==> src/rtl/instr_fetch_cache.sv <==
// Direct-mapped instruction fetch cache with 128-bit lines. Hits respond after
// one cycle; misses refill from fixed-latency instruction memory.
module instr_fetch_cache #(
  parameter int LINES       = 8,
  parameter int MEM_LATENCY = 6
) (
  input  logic         clk,
  input  logic         rst_n,
  input  logic         req_valid,
  output logic         req_ready,
  input  logic [31:0]  pc,
  output logic         rsp_valid,
  input  logic         rsp_ready,
  output logic [31:0]  instr,
  input  logic         flush,
  output logic [31:0]  mem_addr,
  input  logic [127:0] mem_dataline,
  output logic [15:0]  hit_count,
  output logic [15:0]  miss_count
);
  localparam int IDX = $clog2(LINES);
  localparam int TW  = 28 - IDX;
  localparam int CW  = $clog2(MEM_LATENCY);
  localparam logic [CW-1:0] CNT_LAST = CW'(MEM_LATENCY - 1);

  typedef enum logic [1:0] {IDLE, REFILL, RESPOND} state_t;

  state_t            state, state_nxt;
  logic [31:2]       pc_q;
  logic [CW-1:0]     cnt;
  logic [LINES-1:0]  valid;
  logic [TW-1:0]     tag_arr  [LINES];
  logic [127:0]      data_arr [LINES];

  logic [IDX-1:0]    idx_in, idx_q;
  logic [TW-1:0]     tag_in, tag_q;
  logic              hit, accept, install;
  logic              unused_pc;

  assign idx_in    = pc[4 +: IDX];
  assign tag_in    = pc[31 -: TW];
  assign idx_q     = pc_q[4 +: IDX];
  assign tag_q     = pc_q[31 -: TW];
  assign unused_pc = ^pc[1:0];

  // Lookup uses the valid bits before any same-edge flush takes effect.
  assign hit     = valid[idx_in] && (tag_arr[idx_in] == tag_in);
  assign accept  = (state == IDLE) && req_valid;
  assign install = (state == REFILL) && (cnt == CNT_LAST);

  function automatic logic [31:0] sel_word(input logic [127:0] line, input logic [1:0] w);
    logic [31:0] r;
    case (w)
      2'd0:    r = line[31:0];
      2'd1:    r = line[63:32];
      2'd2:    r = line[95:64];
      default: r = line[127:96];
    endcase
    return r;
  endfunction

  function automatic logic [15:0] sat_inc(input logic [15:0] v);
    return (v == 16'hFFFF) ? v : v + 16'd1;
  endfunction

  always_ff @(posedge clk or negedge rst_n) begin
    if (!rst_n) state <= IDLE;
    else        state <= state_nxt;
  end

  always_comb begin
    state_nxt = state;
    case (state)
      IDLE:    if (req_valid) state_nxt = hit ? RESPOND : REFILL;
      REFILL:  if (cnt == CNT_LAST) state_nxt = RESPOND;
      RESPOND: if (rsp_ready) state_nxt = IDLE;
      default: state_nxt = IDLE;
    endcase
  end

  always_comb begin
    req_ready = (state == IDLE);
    rsp_valid = (state == RESPOND);
  end

  always_ff @(posedge clk or negedge rst_n) begin
    if (!rst_n) begin
      cnt        <= '0;
      mem_addr   <= '0;
      instr      <= '0;
      hit_count  <= '0;
      miss_count <= '0;
      valid      <= '0;
    end else begin
      if (accept) begin
        if (hit) begin
          instr     <= sel_word(data_arr[idx_in], pc[3:2]);
          hit_count <= sat_inc(hit_count);
        end else begin
          mem_addr   <= {pc[31:4], 4'h0};
          cnt        <= '0;
          miss_count <= sat_inc(miss_count);
        end
      end
      if ((state == REFILL) && !install) cnt <= cnt + 1'b1;
      if (flush) valid <= '0;
      // Install is ordered after the flush clear so the refilled line survives it.
      if (install) begin
        valid[idx_q] <= 1'b1;
        instr        <= sel_word(mem_dataline, pc_q[3:2]);
      end
    end
  end

  always_ff @(posedge clk) begin
    if (accept) pc_q <= pc[31:2];
    if (install) begin
      data_arr[idx_q] <= mem_dataline;
      tag_arr[idx_q]  <= tag_q;
    end
  end
endmodule

==> config.mk <==
export PLATFORM = sky130hd
export DESIGN_NAME = instr_fetch_cache
export DESIGN_NICKNAME = d
export VERILOG_FILES = /design/src/rtl/instr_fetch_cache.sv
export SDC_FILE = /design/constraint.sdc
export NUM_CORES = 1
export LEC_CHECK = 0
export BUFFER_PORTS_ARGS = -buffer_cell sky130_fd_sc_hd__buf_2
export CAP_MARGIN = 20
export CORE_MARGIN = 2
export CORE_UTILIZATION = 45
export DETAILED_ROUTE_END_ITERATION = 12
export GPL_ROUTABILITY_DRIVEN = 0
export PLACE_DENSITY = 0.62
export SYNTH_ARGS = -nofsm -noshare
export SYNTH_HDL_FRONTEND = slang
export SYNTH_SLANG_ARGS = --single-unit
==> constraint.sdc <==
create_clock -name clk -period 23.5 [get_ports clk]
set_input_delay 0 -clock clk [delete_from_list [all_inputs] [get_ports clk]]
set_output_delay 0 -clock clk [all_outputs]
set_load 0.03 [all_outputs]
==> impl_metrics.sql <==
INSERT INTO impl_metrics (metric_group, metric, value, unit) VALUES
('outcome', 'outcome', 'finished clean', ''),
('logic_synthesis', 'synth_flop_cell', 'edfxtp_1', ''),
('pwr', 'power.static_leakage', '0.0213', 'uW'),
('pwr', 'ir_worst_vdd', '0.0711', 'mV'),
('global_route', 'pin_count_of_the_biggest_net_entering_global_routing', '140', ''),
('route', 'remaining_drc_errors', '0', ''),
('timing', 'slew_viol_final', '0', ''),
('timing', 'rsz0062_at_grt', 'no', ''),
('pwr', 'power.total', '5610', 'uW'),
('clock_tree', 'ctsResizeCount', '0', ''),
('pwr', 'power.share.switching', '24.3', '%'),
('timing', 'timing.setup.tns', '0', 'ps'),
('clock_tree', 'clk_pin_slew', '60', 'ps'),
('global_route', 'first_global_vias', '28100', ''),
('setup_path', 'timing.critical_path.cells', 'dlygate4sd3_1, buf_8, buf_12, nor2b_1, a22oi_1, nand2_1, xor2_1, nand4_1, nor3_1, nand3_4, buf_4, nor2_1, mux2_2', ''),
('setup_path', 'end_kind', 'register', ''),
('floorplanning', 'core.rowCount', '126', ''),
('floorplanning', 'horizontal_die_dimension', '348', 'um'),
('logic_synthesis', 'synth.ff_latch_count', '1359', ''),
('logic_synthesis', 'synth_async_sr_flop_share', '7.73', '%'),
('logic_synthesis', 'synth_area_per_cell', '21.3', 'um2'),
('pwr', 'internal-power', '4250', 'uW'),
('pwr', 'logic_pwr_share', '10.9', '%'),
('setup_path', 'criticalPathCategory', 'in2reg', ''),
('pwr', 'power.density', '89.7', 'mW/mm2'),
('clock_tree', 'cts_made_buffers', '143', ''),
('route', 'post_route_wl', '122000', 'um'),
('logic_synthesis', 'synth-seq-area-share', '75.8', '%'),
('timing', 'fin_crit', '4950', 'ps'),
('setup_path', 'critical_path.max_fanout', '139', ''),
('route', 'drt_pass1_iterations', '5', ''),
('global_route', 'grt_first_pass_wirelength', '181000', 'um'),
('floorplanning', 'placeableCoreArea', '0.118', 'mm2'),
('clock_tree', 'root_buffer', 'clkbuf_16', ''),
('clock_tree', 'htree_levels', '4', ''),
('setup_path', 'crit_required', '24150', 'ps'),
('final_layout', 'share_of_layout_cells_above_drive_strength_1', '28.4', '%'),
('placed_design', 'hpwl', '62500', 'um'),
('final_layout', 'syn2layout_area_growth', '17.7', '%'),
('setup_path', 'arrival_time_of_the_worst_setup_path', '5600', 'ps'),
('placed_design', 'port_buffers', '256', ''),
('floorplanning', 'top_level_ports', '263', ''),
('timing', 'max_clock_freq', '0.202', 'GHz'),
('route', 'drt.antenna.violating_nets', '0', ''),
('setup_path', 'critPathSlowestCell', 'buf_8', ''),
('route', 'vias_per_cell', '5.73', ''),
('logic_synthesis', 'synth_top_cell_by_area', 'edfxtp_1', ''),
('floorplanning', 'floorplan.die.height', '348', 'um'),
('timing', 'final_hold_fails', '0', ''),
('clock_tree', 'cts_sinks', '1359', ''),
('job', 'drv.max_cap_violation_count', '0', ''),
('route', 'vias', '26600', ''),
('clock_tree', 'cts_tree', 'yes', ''),
('floorplanning', 'starting_density', '45.2', '%'),
('logic_synthesis', 'synthesis.yosys.warnings', '0', ''),
('pwr', 'power.sequential.fraction', '50.7', '%'),
('global_route', 'grtUsageTotal', '20.5', '%'),
('timing', 'finalClockSkew', '22.3', 'ps'),
('logic_synthesis', 'mappedNetlistArea', '0.0531', 'mm2'),
('pwr', 'sw_pwr', '1360', 'uW'),
('clock_tree', 'post_cts_buffers', '0', ''),
('route', 'route.detailed.wl_per_inst', '26.4', 'um'),
('clock_tree', 'cts-hold-fix-buffers', '186', ''),
('timing', 'setup_violations', '0', ''),
('clock_tree', 'clock_latency', '770', 'ps'),
('clock_tree', 'cts-root-to-sink-buffers', '3', ''),
('logic_synthesis', 'synth_enable_flop_cells', '1254', ''),
('setup_path', 'crit_path_max_incr_delay', '680', 'ps'),
('route', 'first_iter_violations', '2346', ''),
('logic_synthesis', 'synth_area_leaders', 'edfxtp_1 71%, mux4_2 13%, dfrtp_1 4.9%, mux2i_1 3.4%, mux2_2 0.91%', ''),
('timing', 'slew_headroom', '22.4', '%'),
('logic_synthesis', 'synthDominantCellAreaShare', '70.9', '%'),
('setup_path', 'crit_path_start_kind', 'primary input', ''),
('pwr', 'power_frac_clock', '38.4', '%'),
('final_layout', 'final_net_count', '3154', ''),
('global_route', 'antenna_found_initial', '19', ''),
('floorplanning', 'total_die_area', '0.121', 'mm2'),
('logic_synthesis', 'postSynthCellCount', '2490', ''),
('timing', 'max_slew.worst_pin.slew', '1160', 'ps'),
('worst_hold_path', 'min_path_type', 'in2reg', ''),
('global_route', 'grt-ovfl-total', '0', ''),
('logic_synthesis', 'netlist-cell-type-count', '45', ''),
('timing', 'fraction_of_the_cycle_the_final_worst_path_needs', '21.1', '%');
## through the flow
stage / util (%) / worst slack, ps / instances / hold slack (ps) / instance area [um2]
finish: 53.2 / 18550 / 4641 / 42.9 / 62600
global route: 53.2 / 18060 / 4638 / 38.0 / 62600
CTS: 53.2 / 18390 / 4636 / 0.638 / 62500
detailed placement: 47.7 / 18130 / 4189 / 76.7 / 56200
global placement: 47.7 / 18160 / 4189 / 63.1 / 56200
floorplan: - / 5960 / 2493 / -296 / 53200
## metal layers
layer / share of wire (%) / track usage (%) / wire length [um] / up-vias
li1: - / - / - / 11400
met1: 42 / 27.9 / 51300 / 14200
met3: 6.4 / 4.30 / 7880 / 213
met5: 0.12 / 0 / 141 / -
met4: 2.3 / 6.16 / 2820 / 24
met2: 49 / 33.3 / 60300 / 847
## Yosys cell counts, drive strengths merged, types with 13 or more instances
library cell	number
o22ai	38
clkbuf	54
xor2	42
xnor2	13
mux2i	178
nor3	47
a211o	32
nor2	78
edfxtp	1254
mux4	315
dfrtp	105
nand2	58
buf	85
mux2	43
nand3	18
a31oi	32
## state kept, by name, summed over array words and instances (netlist names)
register and count:
cnt 3, data_arr 1024, mem_addr 28, state 2, tag_arr 200, instr 32, hit_count 16, pc_q 30
valid 8, miss_count 16
## path summary, 6_finish.rpt
path / to / cells past startpoint / slack (ps) / from
worst min-delay path: pc_q[19] / 3 / 40 / req_valid
worst min register to register: valid[2] / 1 / 480 / valid[2]
max in group asynchronous: mem_addr[17] / 4 / 22240 / rst_n
worst max-delay path: hit_count[1] / 13 / 18550 / pc[5]
min in group asynchronous: instr[14] / 4 / 420 / rst_n
worst max register to register: data_arr[7][6] / 6 / 18800 / state[0]
## placed cells by master, fill, tap and decap left out, types with 32 or more instances in the layout
cell	count
nor3_1	43
xor2_1	42
a211o_1	32
edfxtp_1	1254
a31oi_1	32
clkbuf_1	38
o22ai_1	38
dfrtp_1	105
mux4_2	315
mux2i_1	178
dlygate4sd3_1	185
mux2_2	43
nand2_1	58
buf_2	252
buf_4	38
clkbuf_16	145
nor2_1	76
## worst max-delay path: cells and delay by family
| kind | cells | cell delay, ps |
|---|---|---|
| buffers and inverters | 4 | 2400 |
| and+or+nand+nor | 6 | 2280 |
| muxes | 1 | 350 |
| xor gates and xnor gates | 1 | 200 |
| AOI/OAI and AO/OA | 1 | 190 |
## kinds of logic (layout without fill, tap and decap cells)
family	count (synthesis)	count (layout)	synth area share [%]
adders and majority gates	4	4	0.0942
DFF	1359	1359	75.8
AOI/OAI and AO/OA	137	137	1.85
muxes	536	536	17.6
and+or+nand+nor	254	254	2.35
other	1	8	0.00706
xor gates and xnor gates	55	55	0.906
buffers and inverters	144	752	1.37
## power groups by stage
stage,registers [uW],clock network (uW),logic [uW]
after detailed placement,2890,0,591
after global routing,2850,2300,655
after floorplan,3000,0,270
final,2840,2160,613
after global placement,2880,0,583
after CTS,2840,2210,620
## area by class of cell
class                           count  area, um2
Clock inverter                     73        651
Inverter                            5       18.8
Timing Repair Buffer              486       3600
Multi-Input combinational cell    990      12200
Sequential cell                  1359      40300
Clock buffer                      188       3840
Antenna cell                        4       10.0
Tap cell                         1536       1920
Fill cell                        9116      55100
Note: power is estimated with default switching activity, not from simulation.
